$ cat src/rtl/dcache_nway.sv
// dcache_nway
// Write-back, write-allocate, N-way set-associative data cache. It sits between
// the datapath and the memory controller. It serves read and write hits in the
// same cycle and replaces lines by LRU age. A dirty victim is written back
// before the refill. When the datapath halts, the cache flushes all dirty lines.
//
// Ports
//   CLK, nRST            clock (rising edge), asynchronous active-low reset
//   dmemREN, dmemWEN     datapath read / write request (write wins)
//   dmemaddr, dmemstore  datapath byte address and write data
//   halt                 datapath halted; starts the flush from IDLE
//   dhit                 request completes this cycle
//   dmemload             read data, valid with dhit && dmemREN
//   flushed              flush finished, held until reset
//   dREN, dWEN           memory read / write request (never both)
//   daddr, dstore        memory word address and write data (0 when idle)
//   dload, dwait         memory read data; a word transfers when dwait is low
module dcache_nway #(
    parameter int SETS  = 8,
    parameter int WAYS  = 2,
    parameter int WORDS = 2
) (
    input  logic        CLK,
    input  logic        nRST,
    input  logic        dmemREN,
    input  logic        dmemWEN,
    input  logic [31:0] dmemaddr,
    input  logic [31:0] dmemstore,
    input  logic        halt,
    output logic        dhit,
    output logic [31:0] dmemload,
    output logic        flushed,
    output logic        dREN,
    output logic        dWEN,
    output logic [31:0] daddr,
    output logic [31:0] dstore,
    input  logic [31:0] dload,
    input  logic        dwait
);
    localparam int IDXW = $clog2(SETS);
    localparam int OFFW = $clog2(WORDS);
    localparam int AGEW = (WAYS > 1) ? $clog2(WAYS) : 1;
    localparam int TAGW = 30 - OFFW - IDXW;

    typedef enum logic [2:0] {IDLE, WB, FETCH, FLUSH, DONE} state_t;
    state_t state;

    // Line storage. Reads are combinational so that a hit completes in the
    // cycle it is requested.
    logic [TAGW-1:0] tagArr   [SETS][WAYS];
    logic [31:0]     dataArr  [SETS][WAYS][WORDS];
    logic [WAYS-1:0] validArr [SETS];
    logic [WAYS-1:0] dirtyArr [SETS];
    logic [AGEW-1:0] ageArr   [SETS][WAYS];

    // Miss context, latched when the miss is taken.
    logic [TAGW-1:0] missTag;
    logic [IDXW-1:0] missIdx;
    logic [AGEW-1:0] victimWay;
    logic [OFFW-1:0] wcnt;

    // Flush scan position.
    logic [IDXW-1:0] flushSet;
    logic [AGEW-1:0] flushWay;

    // Request address decode.
    logic [TAGW-1:0] reqTag;
    logic [IDXW-1:0] reqIdx;
    logic [OFFW-1:0] reqOff;
    logic            unusedBits;

    assign reqTag     = dmemaddr[31:2+OFFW+IDXW];
    assign reqIdx     = dmemaddr[1+OFFW+IDXW:2+OFFW];
    assign reqOff     = dmemaddr[1+OFFW:2];
    assign unusedBits = ^dmemaddr[1:0];

    // Tag compare for every way of the addressed set.
    logic [WAYS-1:0] wayMatch;
    logic            hit;
    logic [AGEW-1:0] hitWay;

    generate
        for (genvar gi = 0; gi < WAYS; gi++) begin : g_match
            assign wayMatch[gi] = validArr[reqIdx][gi] && (tagArr[reqIdx][gi] == reqTag);
        end
    endgenerate

    assign hit = |wayMatch;

    always_comb begin
        hitWay = '0;
        for (int i = 0; i < WAYS; i++) begin
            if (wayMatch[i]) hitWay = AGEW'(i);
        end
    end

    // Victim choice. The oldest way is the fallback, and the lowest index wins
    // on an age tie. Any invalid way overrides it. The descending scan makes
    // the lowest invalid index the last assignment.
    logic [AGEW-1:0] victimSel;
    logic [AGEW-1:0] maxAge;

    always_comb begin
        victimSel = '0;
        maxAge    = '0;
        for (int i = 0; i < WAYS; i++) begin
            if (ageArr[reqIdx][i] > maxAge) begin
                maxAge    = ageArr[reqIdx][i];
                victimSel = AGEW'(i);
            end
        end
        for (int i = WAYS - 1; i >= 0; i--) begin
            if (!validArr[reqIdx][i]) victimSel = AGEW'(i);
        end
    end

    logic lastWord;
    logic flushDirty;
    logic lastFlushEntry;

    assign lastWord       = (wcnt == OFFW'(WORDS - 1));
    assign flushDirty     = validArr[flushSet][flushWay] && dirtyArr[flushSet][flushWay];
    assign lastFlushEntry = (flushSet == IDXW'(SETS - 1)) && (flushWay == AGEW'(WAYS - 1));

    // Datapath side. The cache answers only in IDLE and only while the
    // datapath is not halting.
    assign dhit     = (state == IDLE) && (dmemREN || dmemWEN) && hit && !halt;
    assign dmemload = ((state == IDLE) && hit) ? dataArr[reqIdx][hitWay][reqOff] : '0;

    // Memory side, decoded from the registered state and counters.
    always_comb begin
        dREN   = 1'b0;
        dWEN   = 1'b0;
        daddr  = '0;
        dstore = '0;
        case (state)
            WB: begin
                dWEN   = 1'b1;
                daddr  = {tagArr[missIdx][victimWay], missIdx, wcnt, 2'b00};
                dstore = dataArr[missIdx][victimWay][wcnt];
            end
            FETCH: begin
                dREN  = 1'b1;
                daddr = {missTag, missIdx, wcnt, 2'b00};
            end
            FLUSH: begin
                if (flushDirty) begin
                    dWEN   = 1'b1;
                    daddr  = {tagArr[flushSet][flushWay], flushSet, wcnt, 2'b00};
                    dstore = dataArr[flushSet][flushWay][wcnt];
                end
            end
            default: ;
        endcase
    end

    // LRU touch. This covers a hit in IDLE, or the fill's last word making the
    // refilled way most recently used.
    logic            lruEn;
    logic [IDXW-1:0] lruIdx;
    logic [AGEW-1:0] lruWay;

    always_comb begin
        lruEn  = 1'b0;
        lruIdx = reqIdx;
        lruWay = hitWay;
        if (dhit) begin
            lruEn = 1'b1;
        end else if ((state == FETCH) && !dwait && lastWord) begin
            lruEn  = 1'b1;
            lruIdx = missIdx;
            lruWay = victimWay;
        end
    end

    // Tag and data arrays have no reset. The valid bits guard them.
    always_ff @(posedge CLK) begin
        if (dhit && dmemWEN) begin
            dataArr[reqIdx][hitWay][reqOff] <= dmemstore;
        end
        if ((state == FETCH) && !dwait) begin
            dataArr[missIdx][victimWay][wcnt] <= dload;
            if (lastWord) begin
                tagArr[missIdx][victimWay] <= missTag;
            end
        end
    end

    // Controller FSM plus the valid, dirty and age state.
    always_ff @(posedge CLK, negedge nRST) begin
        if (!nRST) begin
            state     <= IDLE;
            wcnt      <= '0;
            missTag   <= '0;
            missIdx   <= '0;
            victimWay <= '0;
            flushSet  <= '0;
            flushWay  <= '0;
            flushed   <= 1'b0;
            for (int s = 0; s < SETS; s++) begin
                validArr[s] <= '0;
                dirtyArr[s] <= '0;
                for (int w = 0; w < WAYS; w++) begin
                    ageArr[s][w] <= '0;
                end
            end
        end else begin
            // Ages younger than the touched way grow older by one. The touched
            // way becomes age 0.
            if (lruEn) begin
                for (int w = 0; w < WAYS; w++) begin
                    if (AGEW'(w) == lruWay) begin
                        ageArr[lruIdx][w] <= '0;
                    end else if (ageArr[lruIdx][w] < ageArr[lruIdx][lruWay]) begin
                        ageArr[lruIdx][w] <= ageArr[lruIdx][w] + 1'b1;
                    end
                end
            end

            case (state)
                IDLE: begin
                    if (halt) begin
                        state    <= FLUSH;
                        wcnt     <= '0;
                        flushSet <= '0;
                        flushWay <= '0;
                    end else if (dmemREN || dmemWEN) begin
                        if (hit) begin
                            if (dmemWEN) dirtyArr[reqIdx][hitWay] <= 1'b1;
                        end else begin
                            missTag   <= reqTag;
                            missIdx   <= reqIdx;
                            victimWay <= victimSel;
                            wcnt      <= '0;
                            if (validArr[reqIdx][victimSel] && dirtyArr[reqIdx][victimSel])
                                state <= WB;
                            else
                                state <= FETCH;
                        end
                    end
                end

                WB: begin
                    if (!dwait) begin
                        // wcnt wraps to 0 after the last word, ready for FETCH.
                        wcnt <= wcnt + 1'b1;
                        if (lastWord) state <= FETCH;
                    end
                end

                FETCH: begin
                    if (!dwait) begin
                        wcnt <= wcnt + 1'b1;
                        if (lastWord) begin
                            validArr[missIdx][victimWay] <= 1'b1;
                            dirtyArr[missIdx][victimWay] <= 1'b0;
                            state                        <= IDLE;
                        end
                    end
                end

                FLUSH: begin
                    if (!flushDirty || (!dwait && lastWord)) begin
                        // The entry is done. Move to the next way, then the next set.
                        wcnt <= '0;
                        if (flushDirty) dirtyArr[flushSet][flushWay] <= 1'b0;
                        if (lastFlushEntry) begin
                            state   <= DONE;
                            flushed <= 1'b1;
                        end else if (flushWay == AGEW'(WAYS - 1)) begin
                            flushWay <= '0;
                            flushSet <= flushSet + 1'b1;
                        end else begin
                            flushWay <= flushWay + 1'b1;
                        end
                    end else if (!dwait) begin
                        wcnt <= wcnt + 1'b1;
                    end
                end

                default: ;  // DONE: parked until reset
            endcase
        end
    end
endmodule

$ cat config.mk
export PLATFORM = sky130hd
export DESIGN_NAME = dcache_nway
export DESIGN_NICKNAME = d
export VERILOG_FILES = /design/src/rtl/dcache_nway.sv
export SDC_FILE = /design/constraint.sdc
export NUM_CORES = 2
export LEC_CHECK = 0
export CELL_PAD_IN_SITES_DETAIL_PLACEMENT = 0
export CELL_PAD_IN_SITES_GLOBAL_PLACEMENT = 1
export CORE_ASPECT_RATIO = 0.9
export CORE_UTILIZATION = 40
export DETAILED_ROUTE_END_ITERATION = 8
export DONT_BUFFER_PORTS = 1
export MAX_ROUTING_LAYER = met4
export PLACE_DENSITY_LB_ADDON = 0.1
export SLEW_MARGIN = 20
export SYNTH_ARGS = -nofsm -noshare
export SYNTH_HDL_FRONTEND = slang
export SYNTH_SLANG_ARGS = --single-unit
$ cat constraint.sdc
create_clock -name CLK -period 5.94 [get_ports CLK]
set_input_delay 0.297 -clock CLK [delete_from_list [all_inputs] [get_ports CLK]]
set_output_delay 0.297 -clock CLK [all_outputs]
set_load 0.01 [all_outputs]
==> impl_metrics.xml <==
<?xml version="1.0" encoding="UTF-8"?>
<metrics>
  <group name="floorplanning">
    <metric name="row_count" unit="">157</metric>
    <metric name="coreArea" unit="mm²">0.2033</metric>
    <metric name="num_io_pins" unit="">202</metric>
    <metric name="die_w" unit="µm">478.8</metric>
    <metric name="initial_utilization" unit="">0.4026</metric>
    <metric name="die_area" unit="mm²">0.2065</metric>
    <metric name="die-height" unit="µm">431.2</metric>
  </group>
  <group name="place">
    <metric name="post-place-cells" unit="">9090</metric>
    <metric name="dp_hpwl" unit="mm">242.5</metric>
    <metric name="io_buffers" unit="">0</metric>
    <metric name="place_congestion" unit="">0.9223</metric>
  </group>
  <group name="global_routing">
    <metric name="first_global_vias" unit="">66970</metric>
    <metric name="grt_pass1_wl" unit="mm">584.8</metric>
    <metric name="grt_overflow" unit="">0</metric>
    <metric name="track_usage" unit="">0.4226</metric>
    <metric name="antenna_found_initial" unit="">32</metric>
    <metric name="grt_start_max_net_pins" unit="">275</metric>
  </group>
  <group name="detailed_routing">
    <metric name="drt-total-wl" unit="mm">435.7</metric>
    <metric name="drc" unit="">0</metric>
    <metric name="number_of_vias_per_cell_after_detailed_routing" unit="">7.618</metric>
    <metric name="number_of_nets_with_antenna_violations_after_routing" unit="">0</metric>
    <metric name="wl_per_cell" unit="µm">46.02</metric>
    <metric name="routed-via-count" unit="">72120</metric>
    <metric name="drt-pass1-iter-count" unit="">9</metric>
    <metric name="dr.first_iter.drc_count" unit="">13990</metric>
  </group>
  <group name="logic_synthesis">
    <metric name="synth_edf_count" unit="">1440</metric>
    <metric name="postSynth.topFlopCell" unit="">sky130_fd_sc_hd__edfxtp_1</metric>
    <metric name="syn_area" unit="mm²">0.08185</metric>
    <metric name="yosysWarningCount" unit="">0</metric>
    <metric name="synth.yosys.seq_area_share" unit="">0.5549</metric>
    <metric name="post_synth_num_cell_types" unit="">87</metric>
    <metric name="async_set_or_reset_register_ratio_after_synthesis" unit="">0.05697</metric>
    <metric name="synth_top_area_share" unit="">0.5283</metric>
    <metric name="post_synth_main_area_contributors" unit="">sky130_fd_sc_hd__edfxtp_1 (53%), sky130_fd_sc_hd__mux2_2 (4.8%), sky130_fd_sc_hd__mux2i_1 (4.6%)</metric>
    <metric name="syn-instance-count" unit="">6646</metric>
    <metric name="post-synth-top-area-cell" unit="">sky130_fd_sc_hd__edfxtp_1</metric>
    <metric name="synthesis.area_per_instance" unit="µm²">12.32</metric>
    <metric name="ys_ff_latch" unit="">1527</metric>
  </group>
  <group name="timing">
    <metric name="final_worst_slack" unit="ns">-0.07216</metric>
    <metric name="finalSetupViolations" unit="">1</metric>
    <metric name="report.final.hold_viol_count" unit="">0</metric>
    <metric name="timing.final.max_slew_violations" unit="">0</metric>
    <metric name="final.min_clock_period" unit="ns">6.012</metric>
    <metric name="rsz0062_at_grt" unit="">no</metric>
    <metric name="worst_clock_skew" unit="ns">0.04714</metric>
    <metric name="maxClockFrequency" unit="GHz">0.1663</metric>
    <metric name="maxSlewHeadroom" unit="">0.1206</metric>
    <metric name="tightest_slew" unit="ns">1.319</metric>
    <metric name="layout_worst_path_cycle_share" unit="">1.012</metric>
    <metric name="hold-worst-slack" unit="ns">0.07021</metric>
  </group>
  <group name="worst_setup_path">
    <metric name="buf_inv_stages_crit_path" unit="">3</metric>
    <metric name="required_worst_endpoint" unit="ns">5.64</metric>
    <metric name="slowest_delay" unit="ns">0.58</metric>
    <metric name="arrival" unit="ns">5.72</metric>
    <metric name="critical_path_sink_type" unit="">primary output</metric>
    <metric name="worstPathCellList" unit="">mux4_2, mux2i_1, xor2_2, nand4_1, nor4_4, and3_4, buf_4, a21oi_1, a211oi_2, buf_4, buf_4</metric>
    <metric name="critPathTopFamily" unit="">simple AND/OR/NAND/NOR gates</metric>
    <metric name="critical-path-slowest-cell" unit="">sky130_fd_sc_hd__nor4_4</metric>
    <metric name="crit_type" unit="">reg -&gt; out</metric>
    <metric name="critPathMaxFanout" unit="">32</metric>
    <metric name="critical_path.startpoint_type" unit="">register</metric>
    <metric name="most_prevalent_standard_cell_on_the_critical_path" unit="">sky130_fd_sc_hd__buf_4</metric>
  </group>
  <group name="clock_network">
    <metric name="clock_tree_from_tritoncts" unit="">done</metric>
    <metric name="cts_sinks" unit="">1527</metric>
    <metric name="clkLatencyLatePin" unit="ns">0.87</metric>
    <metric name="clock_tree.root_cell" unit="">sky130_fd_sc_hd__clkbuf_16</metric>
    <metric name="cts.path.max_buffers" unit="">3</metric>
    <metric name="cts_made_buffers" unit="">174</metric>
    <metric name="cts.reportedPaths.clkPinSlew" unit="ns">0.06</metric>
    <metric name="clock_tree.htree_level_count" unit="">4</metric>
  </group>
  <group name="pwr">
    <metric name="total_leakage_power" unit="µW">0.02970</metric>
    <metric name="power_density" unit="mW/mm²">261.2</metric>
    <metric name="power.ir.vdd_worst" unit="mV">0.2190</metric>
  </group>
  <group name="final_layout">
    <metric name="most_common_cell_after_layout_fill_and_taps_aside" unit="">sky130_fd_sc_hd__edfxtp_1</metric>
    <metric name="finish.cell_count_without_fillers" unit="">9468</metric>
    <metric name="layout.cells.most_common_list" unit="">sky130_fd_sc_hd__edfxtp_1 (1440), sky130_fd_sc_hd__a21oi_1 (423), sky130_fd_sc_hd__o22ai_1 (405)</metric>
    <metric name="nNetsFinal" unit="">6705</metric>
    <metric name="n_fill_cell" unit="">18250</metric>
    <metric name="layout-area-overhead-vs-synth" unit="%">13.62</metric>
    <metric name="drive_gt1_frac" unit="">0.1965</metric>
  </group>
  <group name="run_status">
    <metric name="outcome" unit="">finished with violations</metric>
    <metric name="failing_checks" unit="">negative setup slack</metric>
  </group>
  <group name="hold_path">
    <metric name="timing.hold.worst.class" unit="">in -&gt; reg</metric>
  </group>
  <group name="flow_run">
    <metric name="timing.max_cap.violations" unit="">0</metric>
  </group>
</metrics>
[final cells by class]
| type | count | area, µm² | share of cell area |
|---|---|---|---|
| diodes | 23 | 57.56 | 0.0006189 |
| clock buffers | 220 | 4681 | 0.05033 |
| clock inverters | 98 | 853.3 | 0.009175 |
| inverters | 26 | 111.4 | 0.001197 |
| multi-input cells | 4465 | 34480 | 0.3708 |
| flip-flops and latches | 1527 | 45450 | 0.4887 |
| well taps | 2703 | 3382 | 0.03636 |
| repair buffers | 406 | 3984 | 0.04284 |
[per-stage QoR]
stage	cell area [µm²]	TNS [ns]	total power, µW	util	worst slack, ns
floorplan	81860	0	13000	-	1.326
global placement	86900	0	13610	0.4274	0.2212
detailed placement	86940	0	13610	0.4276	0.1537
CTS	92880	0	24220	0.4568	0.1023
global route	92990	0	24700	0.4574	0.001562
finish	93000	-0.07216	24290	0.4574	-0.07216
[path summary, 6_finish.rpt]
kind                                    start  cells past startpoint  slack [ns]             end
worst max register to register  tagArr[5][27]                     13        0.54  dataArr[4][81]
max in group asynchronous                nRST                      2        5.16      missIdx[2]
min in group asynchronous                nRST                      2        0.17     missTag[14]
worst max-delay path             tagArr[3][3]                     11       -0.07     dmemload[1]
worst min-delay path                  dmemREN                      3        0.07        lastWord
worst min register to register    validArr[2]                      1        0.49     validArr[2]
[cell usage after synthesis (all sizes together), types with 21 or more instances]
cell	n
a221o	34
a2111oi	28
or2	21
o211ai	26
nor4	32
mux4	165
a21oi	424
nor2	411
mux2	377
a311oi	22
clkbuf	416
o22ai	406
a22o	122
nand2	304
nand3	56
mux2i	375
a221oi	190
o21ai	371
nand4	74
buf	213
a31oi	60
nor3	64
o221ai	125
xor2	38
dfrtp	87
a211oi	90
a22oi	394
inv	24
edfxtp	1440
o22a	27
[where the power goes]
part           internal (µW)  switching [µW]
registers              11800            70.8
clock network           6040            4730
logic                    522            1150
total                  18300            5950
[what timing repair did]
item | in CTS | in global routing
setup buffers | 0 | 0
endpoints found under the hold margin | 139 | 0
pin swaps | 1 | 0
endpoints found under the setup margin | 19 | 3
hold buffers | 34 | 0
gates resized for setup | 6 | 1
[cells by family after synthesis]
kind of cell    after synthesis  synth area share
compound gates             2441            0.2041
flops                      1527            0.5549
simple gates               1058           0.05824
mux                         917            0.1444
buf+inv                     655           0.03312
xor+xnor                     44          0.004708
fa+ha+maj                     3         0.0004586
other cells                   1        0.00004581
[worst min-delay path: stages]
cell                       delay, ns
sky130_fd_sc_hd__nor2_1         0.06
sky130_fd_sc_hd__o21ai_0        0.41
sky130_fd_sc_hd__o211ai_1       0.12
[state kept, by name (all words and copies together), names as in the netlist]
signal     cells
dataArr     1024
tagArr       416
missTag       26
ageArr        16
dirtyArr      16
validArr      16
flushSet       3
missIdx        3
state          3
flushWay       1
flushed        1
lastWord       1
victimWay      1
[metal layers]
layer  part of all wire  up-vias  wire length [µm]  track usage
met1               0.38    36420            166000       0.5644
met5                  0        -                 0            -
met2               0.41     6915            178500       0.5756
li1                   -    27280                 -            -
met3               0.15     1511             65130       0.1318
met4              0.060        0             26030       0.2098
No activity file was read; power rests on OpenSTA's default activity.
